File: config.mk
export PLATFORM = sky130hd
export DESIGN_NAME = mem_rr_arbiter
export DESIGN_NICKNAME = d
export VERILOG_FILES = /design/src/rtl/mem_arb_pkg.sv /design/src/rtl/mem_rr_arbiter_rr_pick.sv /design/src/rtl/mem_rr_arbiter.sv
export SDC_FILE = /design/constraint.sdc
export NUM_CORES = 1
export LEC_CHECK = 0
export BUFFER_PORTS_ARGS = -buffer_cell sky130_fd_sc_hd__buf_4
export CORE_AREA = 3 3 137 139
export DETAILED_ROUTE_END_ITERATION = 8
export DIE_AREA = 0 0 140 142
export HOLD_SLACK_MARGIN = 0.15
export PLACE_DENSITY_LB_ADDON = 0.3
export SYNTH_ARGS = -nofsm -noshare
export SYNTH_HDL_FRONTEND = slang
export SYNTH_SLANG_ARGS = --single-unit
export TNS_END_PERCENT = 20
File: constraint.sdc
create_clock -name clk -period 5.5 [get_ports clk]
set_input_delay 1.1 -clock clk [delete_from_list [all_inputs] [get_ports clk]]
set_output_delay 1.1 -clock clk [all_outputs]
set_load 0.05 [all_outputs]
File: src/rtl/mem_arb_pkg.sv
// Shared types and helpers for the multi-core memory round-robin arbiter.
package mem_arb_pkg;

    typedef enum logic [1:0] {
        IDLE  = 2'd0,
        ISSUE = 2'd1,
        RESP  = 2'd2
    } arb_state_e;

    localparam logic [31:0] POISON_DEFAULT = 32'hDEAD_BEEF;

    // Each core sees a private image: its index scales the region offset; the sum wraps mod 2^32.
    function automatic logic [31:0] relocate(input logic [31:0] addr,
                                             input logic [31:0] idx,
                                             input logic [31:0] region_size);
        return addr + idx * region_size;
    endfunction

endpackage

File: src/rtl/mem_rr_arbiter_rr_pick.sv
// Combinational round-robin picker: first requester after `last`, wrapping mod N.
module rr_pick #(
    parameter int N  = 3,
    parameter int IW = (N > 1) ? $clog2(N) : 1
) (
    input  logic [N-1:0]  req,
    input  logic [IW-1:0] last,
    output logic [IW-1:0] grant,
    output logic          found
);

    always_comb begin : pick
        int idx;
        grant = '0;
        found = 1'b0;
        idx   = 0;
        // Scan last+1 .. last+N so the previous winner has lowest priority.
        for (int i = 1; i <= N; i++) begin
            idx = (int'(last) + i) % N;
            if (!found && req[idx]) begin
                found = 1'b1;
                grant = IW'(idx);
            end
        end
    end

endmodule

File: src/rtl/mem_rr_arbiter.sv
// Shares one memory port among NUM_CORES PicoRV32 native interfaces, one access at a time,
// with per-core address relocation and a watchdog that poisons unanswered accesses.
//
// state | meaning
// IDLE  | waiting for any c_valid; picks next core round-robin
// ISSUE | m_valid held, waiting for m_ready or watchdog expiry
// RESP  | c_ready pulse to the granted core, then back to IDLE
module mem_rr_arbiter
    import mem_arb_pkg::*;
#(
    parameter int          NUM_CORES   = 3,
    parameter logic [31:0] REGION_SIZE = 32'h0001_0000,
    parameter int          TIMEOUT     = 1024,
    parameter logic [31:0] POISON      = POISON_DEFAULT,
    localparam int         IW          = $clog2(NUM_CORES),
    localparam int         WW          = $clog2(TIMEOUT)
) (
    input  logic                    clk,
    input  logic                    reset,
    input  logic [NUM_CORES-1:0]    c_valid,
    input  logic [NUM_CORES-1:0]    c_instr,
    input  logic [32*NUM_CORES-1:0] c_addr,
    input  logic [32*NUM_CORES-1:0] c_wdata,
    input  logic [4*NUM_CORES-1:0]  c_wstrb,
    output logic [NUM_CORES-1:0]    c_ready,
    output logic [31:0]             c_rdata,
    output logic                    m_valid,
    output logic                    m_instr,
    output logic [31:0]             m_addr,
    output logic [31:0]             m_wdata,
    output logic [3:0]              m_wstrb,
    output logic [IW-1:0]           m_core_id,
    input  logic                    m_ready,
    input  logic [31:0]             m_rdata,
    output logic [NUM_CORES-1:0]    err
);

    arb_state_e           state_q, state_d;
    logic [IW-1:0]        last_q, last_d;
    logic [IW-1:0]        grant_q, grant_d;
    logic                 m_valid_q, m_valid_d;
    logic                 m_instr_q, m_instr_d;
    logic [31:0]          m_addr_q, m_addr_d;
    logic [31:0]          m_wdata_q, m_wdata_d;
    logic [3:0]           m_wstrb_q, m_wstrb_d;
    logic [NUM_CORES-1:0] c_ready_q, c_ready_d;
    logic [31:0]          c_rdata_q, c_rdata_d;
    logic [NUM_CORES-1:0] err_q, err_d;
    logic [WW-1:0]        wdog_q, wdog_d;

    logic [IW-1:0]        pick_idx;
    logic                 pick_found;
    logic [31:0]          sel_addr, sel_wdata;
    logic [3:0]           sel_wstrb;
    logic                 sel_instr;

    rr_pick #(.N(NUM_CORES), .IW(IW)) u_pick (
        .req   (c_valid),
        .last  (last_q),
        .grant (pick_idx),
        .found (pick_found)
    );

    always_comb begin
        sel_addr  = '0;
        sel_wdata = '0;
        sel_wstrb = '0;
        sel_instr = 1'b0;
        for (int i = 0; i < NUM_CORES; i++) begin
            if (pick_idx == IW'(i)) begin
                sel_addr  = c_addr[32*i +: 32];
                sel_wdata = c_wdata[32*i +: 32];
                sel_wstrb = c_wstrb[4*i +: 4];
                sel_instr = c_instr[i];
            end
        end
    end

    always_comb begin
        state_d   = state_q;
        last_d    = last_q;
        grant_d   = grant_q;
        m_valid_d = m_valid_q;
        m_instr_d = m_instr_q;
        m_addr_d  = m_addr_q;
        m_wdata_d = m_wdata_q;
        m_wstrb_d = m_wstrb_q;
        c_ready_d = c_ready_q;
        c_rdata_d = c_rdata_q;
        err_d     = err_q;
        wdog_d    = wdog_q;
        case (state_q)
            IDLE: begin
                if (pick_found) begin
                    grant_d   = pick_idx;
                    last_d    = pick_idx;
                    m_addr_d  = relocate(sel_addr, 32'(pick_idx), REGION_SIZE);
                    m_wdata_d = sel_wdata;
                    m_wstrb_d = sel_wstrb;
                    m_instr_d = sel_instr;
                    m_valid_d = 1'b1;
                    wdog_d    = '0;
                    state_d   = ISSUE;
                end
            end
            ISSUE: begin
                // A response landing on the expiry cycle is real data, so it takes precedence.
                if (m_ready) begin
                    c_rdata_d = m_rdata;
                    c_ready_d = NUM_CORES'(1) << grant_q;
                    m_valid_d = 1'b0;
                    wdog_d    = '0;
                    state_d   = RESP;
                end else if (wdog_q == WW'(TIMEOUT - 1)) begin
                    c_rdata_d = POISON;
                    c_ready_d = NUM_CORES'(1) << grant_q;
                    err_d     = err_q | (NUM_CORES'(1) << grant_q);
                    m_valid_d = 1'b0;
                    wdog_d    = '0;
                    state_d   = RESP;
                end else begin
                    wdog_d = wdog_q + 1'b1;
                end
            end
            RESP: begin
                c_ready_d = '0;
                state_d   = IDLE;
            end
            default: begin
                c_ready_d = '0;
                m_valid_d = 1'b0;
                state_d   = IDLE;
            end
        endcase
    end

    always_ff @(posedge clk or posedge reset) begin
        if (reset) begin
            state_q   <= IDLE;
            last_q    <= IW'(NUM_CORES - 1);
            grant_q   <= '0;
            m_valid_q <= 1'b0;
            m_instr_q <= 1'b0;
            m_addr_q  <= '0;
            m_wdata_q <= '0;
            m_wstrb_q <= '0;
            c_ready_q <= '0;
            c_rdata_q <= '0;
            err_q     <= '0;
            wdog_q    <= '0;
        end else begin
            state_q   <= state_d;
            last_q    <= last_d;
            grant_q   <= grant_d;
            m_valid_q <= m_valid_d;
            m_instr_q <= m_instr_d;
            m_addr_q  <= m_addr_d;
            m_wdata_q <= m_wdata_d;
            m_wstrb_q <= m_wstrb_d;
            c_ready_q <= c_ready_d;
            c_rdata_q <= c_rdata_d;
            err_q     <= err_d;
            wdog_q    <= wdog_d;
        end
    end

    assign c_ready   = c_ready_q;
    assign c_rdata   = c_rdata_q;
    assign m_valid   = m_valid_q;
    assign m_instr   = m_instr_q;
    assign m_addr    = m_addr_q;
    assign m_wdata   = m_wdata_q;
    assign m_wstrb   = m_wstrb_q;
    assign m_core_id = grant_q;
    assign err       = err_q;

endmodule
==> results.yml <==
critical_path:
  start_kind: "flip-flop"
  slowest_delay_ns: 0.51
  critPathKind: "flip-flop to flip-flop"
  cp_max_fo: 39
  r2r-start: "last_q[0]"
  crit_required_ns: 5.80
  crit_family: "compound AO/OA/AOI/OAI gates"
  crit_path_cell_trace: "inv_1, ha_1, nand2_1, o22ai_1, a21o_1, nand2_2, inv_2, buf_4, fa_1, inv_1, a211oi_1, nand4_1, o31a_1, o31ai_1"
  arrival_ns: 4.88
  crit_start: "last_q[0]"
  cp_common_cell: "inv_1"
  end_kind: "flip-flop"
  critPathBufInv: 4
  cpMaxStageDelayCell: "ha_1"
clocking:
  hold_buffers: 0
  htree_levels: 4
  cts_buffer_depth: 2
  cts_tree: "done"
  cts_buffers: 17
  cts_resized: 0
  cts.sinks: 123
  clk_pin_slew_worst_paths_ns: 0.06
  insertion_delay_ns: 0.40
  cts_root_buf: "clkbuf_16"
  post_cts_buffers: 0
route:
  num_vias: 6582
  postRouteAntennaNets: 0
  drtIter0Drc: 308
  wl_per_cell_um: 17.7
  routed_wl_um: 22300
  drcViolationCount: 0
  vias_per_cell: 5.21
  first_pass_iters: 5
global_routing:
  met1_usage_pct: 25.9
  grt_use_met2_pct: 37.2
  use_met3_pct: 5.78
  grt_antenna_before_repair: 0
  top_usage_layer: "met2"
  grtUsageTotal_pct: 21.4
  grt_pass1_vias: 6456
  grt-ovfl-total: 0
  grt_pass1_wl_um: 34100
  grt_max_degree: 104
synthesis:
  ys_seq_area_share_pct: 47.7
  yosys.cell_types.count: 63
  synth_top_area_share_pct: 47.3
  synth_nets: 944
  synth_simple_gate_area_share_pct: 15.2
  synth_xor_area_share_pct: 1.22
  synth_area_mm2: 0.00646
  synthMuxAreaShare_pct: 1.10
  synthTopCellsByArea: "dfrtp_1, nand2_1, a22o_1"
  syn_area_per_cell_um2: 9.35
  synth_compound_area_share_pct: 29.1
  ys.flop_type: "dfrtp_1"
  synth-seq-cells: 123
  synth_edf_count: 0
  synth_top_family_by_area: "compound AO/OA/AOI/OAI gates"
  yosysTopAreaCell: "dfrtp_1"
  synth_fa_ha_area_share_pct: 1.67
  yosysWarnings: 0
  synth-async-reset-ratio_pct: 100
  syn_inst: 691
sta:
  fin_crit_ns: 4.58
  setup_viol: 0
  worst_pin_slew_ns: 1.01
  fin_crit_sh_pct: 83.3
  finalHoldViolations: 0
  rsz0062_at_grt: "no"
  max_freq_mhz: 218
  finalSetupTns_ns: 0
  fin_ws_ns: 0.921
  slew_headroom_pct: 32.7
  finalClockSkew_ns: 0.00553
  finalMaxSlewViolations: 0
power_and_ir_drop:
  power_leakage_nw: 4.84
  vdd_drop_max_mv: 0.432
  p_per_area_mw_per_mm2: 756
min_path:
  min_from: "err[0]"
  holdCritPathClass: "flip-flop to flip-flop"
layout:
  finalInstanceArea_mm2: 0.00982
  diodes: 0
  fill_cells: 1671
  areaGrowthSynthToFinish_pct: 52.0
  drive_above_1_share_pct: 39.9
  layout.nets: 1274
  layout_commonest_cell: "buf_4"
  final_cell_mix: "buf_4, dfrtp_1, nand2_1"
die:
  die_h_um: 142
  die_area_mm2: 0.0199
  start_util_pct: 36.3
  pin_count: 355
  die_x_um: 140
  core-area_mm2: 0.0178
  row_count: 49
run:
  cap_violations: 0
placement:
  portBuffers: 354
  place.gp.congestion: 0.856
  dp_hpwl_um: 17100
  place_area_mm2: 0.00925
  pre_cts_ws_ns: 0.679
status:
  status: "finished, final reports clean"
==> cells by family after synthesis <==
kind of cell               Yosys count
DFF                                123
buffers and inverters               61
muxes                                7
AOI/OAI and AO/OA                  268
adders and majority gates            8
xor gates and xnor gates             9
and+or+nand+nor                    215
==> flip-flops by register name, summed over array words and instances (netlist names) <==
name and flops:
m_addr 32, last_q 2, c_ready 3, m_wstrb 4, c_rdata 32, state_q 2, wdog_q 10, m_core_id 1
err 3, m_instr 1, m_valid 1, m_wdata 32
==> report_power, final <==
| group | total (mW) | switching, mW | internal, mW |
|---|---|---|---|
| logic | 4.76 | 3.21 | 1.55 |
| clock network | 1.08 | 0.400 | 0.675 |
| registers | 1.59 | 0.254 | 1.33 |
==> per-layer routing <==
| metal | up-vias | wire (µm) |
|---|---|---|
| met2 | 251 | 11400 |
| li1 | 3216 | - |
| met3 | 26 | 1600 |
| met4 | 0 | 478 |
| met5 | - | 0 |
| met1 | 3089 | 8810 |
==> cells in the mapped netlist (3+ instances only) <==
library cell,n
o211ai_1,6
mux2i_1,6
nor4_1,5
nand2_1,118
clkbuf_1,33
xor2_1,7
ha_1,7
nor3_1,8
buf_2,4
a22o_1,44
inv_1,8
nor2_1,40
o31ai_1,5
o22a_1,25
and4_1,3
buf_4,4
o31a_1,4
a21oi_1,51
a31oi_1,10
a311oi_1,18
nand4_1,6
a21o_1,22
dfrtp_1,122
o21ai_0,61
a21oi_2,3
nand3_1,6
buf_1,8
and3_1,4
nand3b_1,3
or3_1,5
==> cell type report <==
| class | count | area [µm²] | area share [%] |
|---|---|---|---|
| multi-input cells | 507 | 3120 | 31.8 |
| flip-flops and latches | 123 | 3080 | 31.4 |
| repair buffers | 362 | 2720 | 27.7 |
| clock buffers | 20 | 447 | 4.55 |
| well taps | 229 | 287 | 2.92 |
| clock inverters | 12 | 124 | 1.26 |
| inverters | 10 | 42.5 | 0.433 |
==> worst paths after layout <==
check	to	slack [ns]	depth (start not counted)
hold reg to reg	err[0]	0.48	1
max in group asynchronous	c_rdata[26]	3.43	3
setup reg to reg	m_addr[28]	0.92	14
min in group asynchronous	c_rdata[0]	0.94	2
hold / removal	err[0]	0.48	1
setup / recovery	m_addr[28]	0.92	14
==> worst reg2reg max path, delay by kind of cell (launching register included) <==
kind / cells / cell delay, ns
AND/OR/NAND/NOR: 3 / 0.51
buffers and inverters: 4 / 1.01
adder cells (fa/ha/maj): 2 / 0.84
flip-flops: 1 / 0.48
AO/OA/AOI/OAI: 5 / 1.64
==> metrics by stage <==
stage | cells | util [%] | hold WS (ns) | power [mW]
global placement | 1231 | 52.0 | 0.452 | 6.33
finish | 1263 | 55.2 | 0.477 | 7.42
floorplan | 691 | - | 0.479 | 5.01
global route | 1263 | 55.2 | 0.498 | 7.93
detailed placement | 1231 | 52.0 | 0.466 | 6.40
CTS | 1263 | 55.2 | 0.478 | 7.49
No activity file was read; power rests on OpenSTA's default activity.
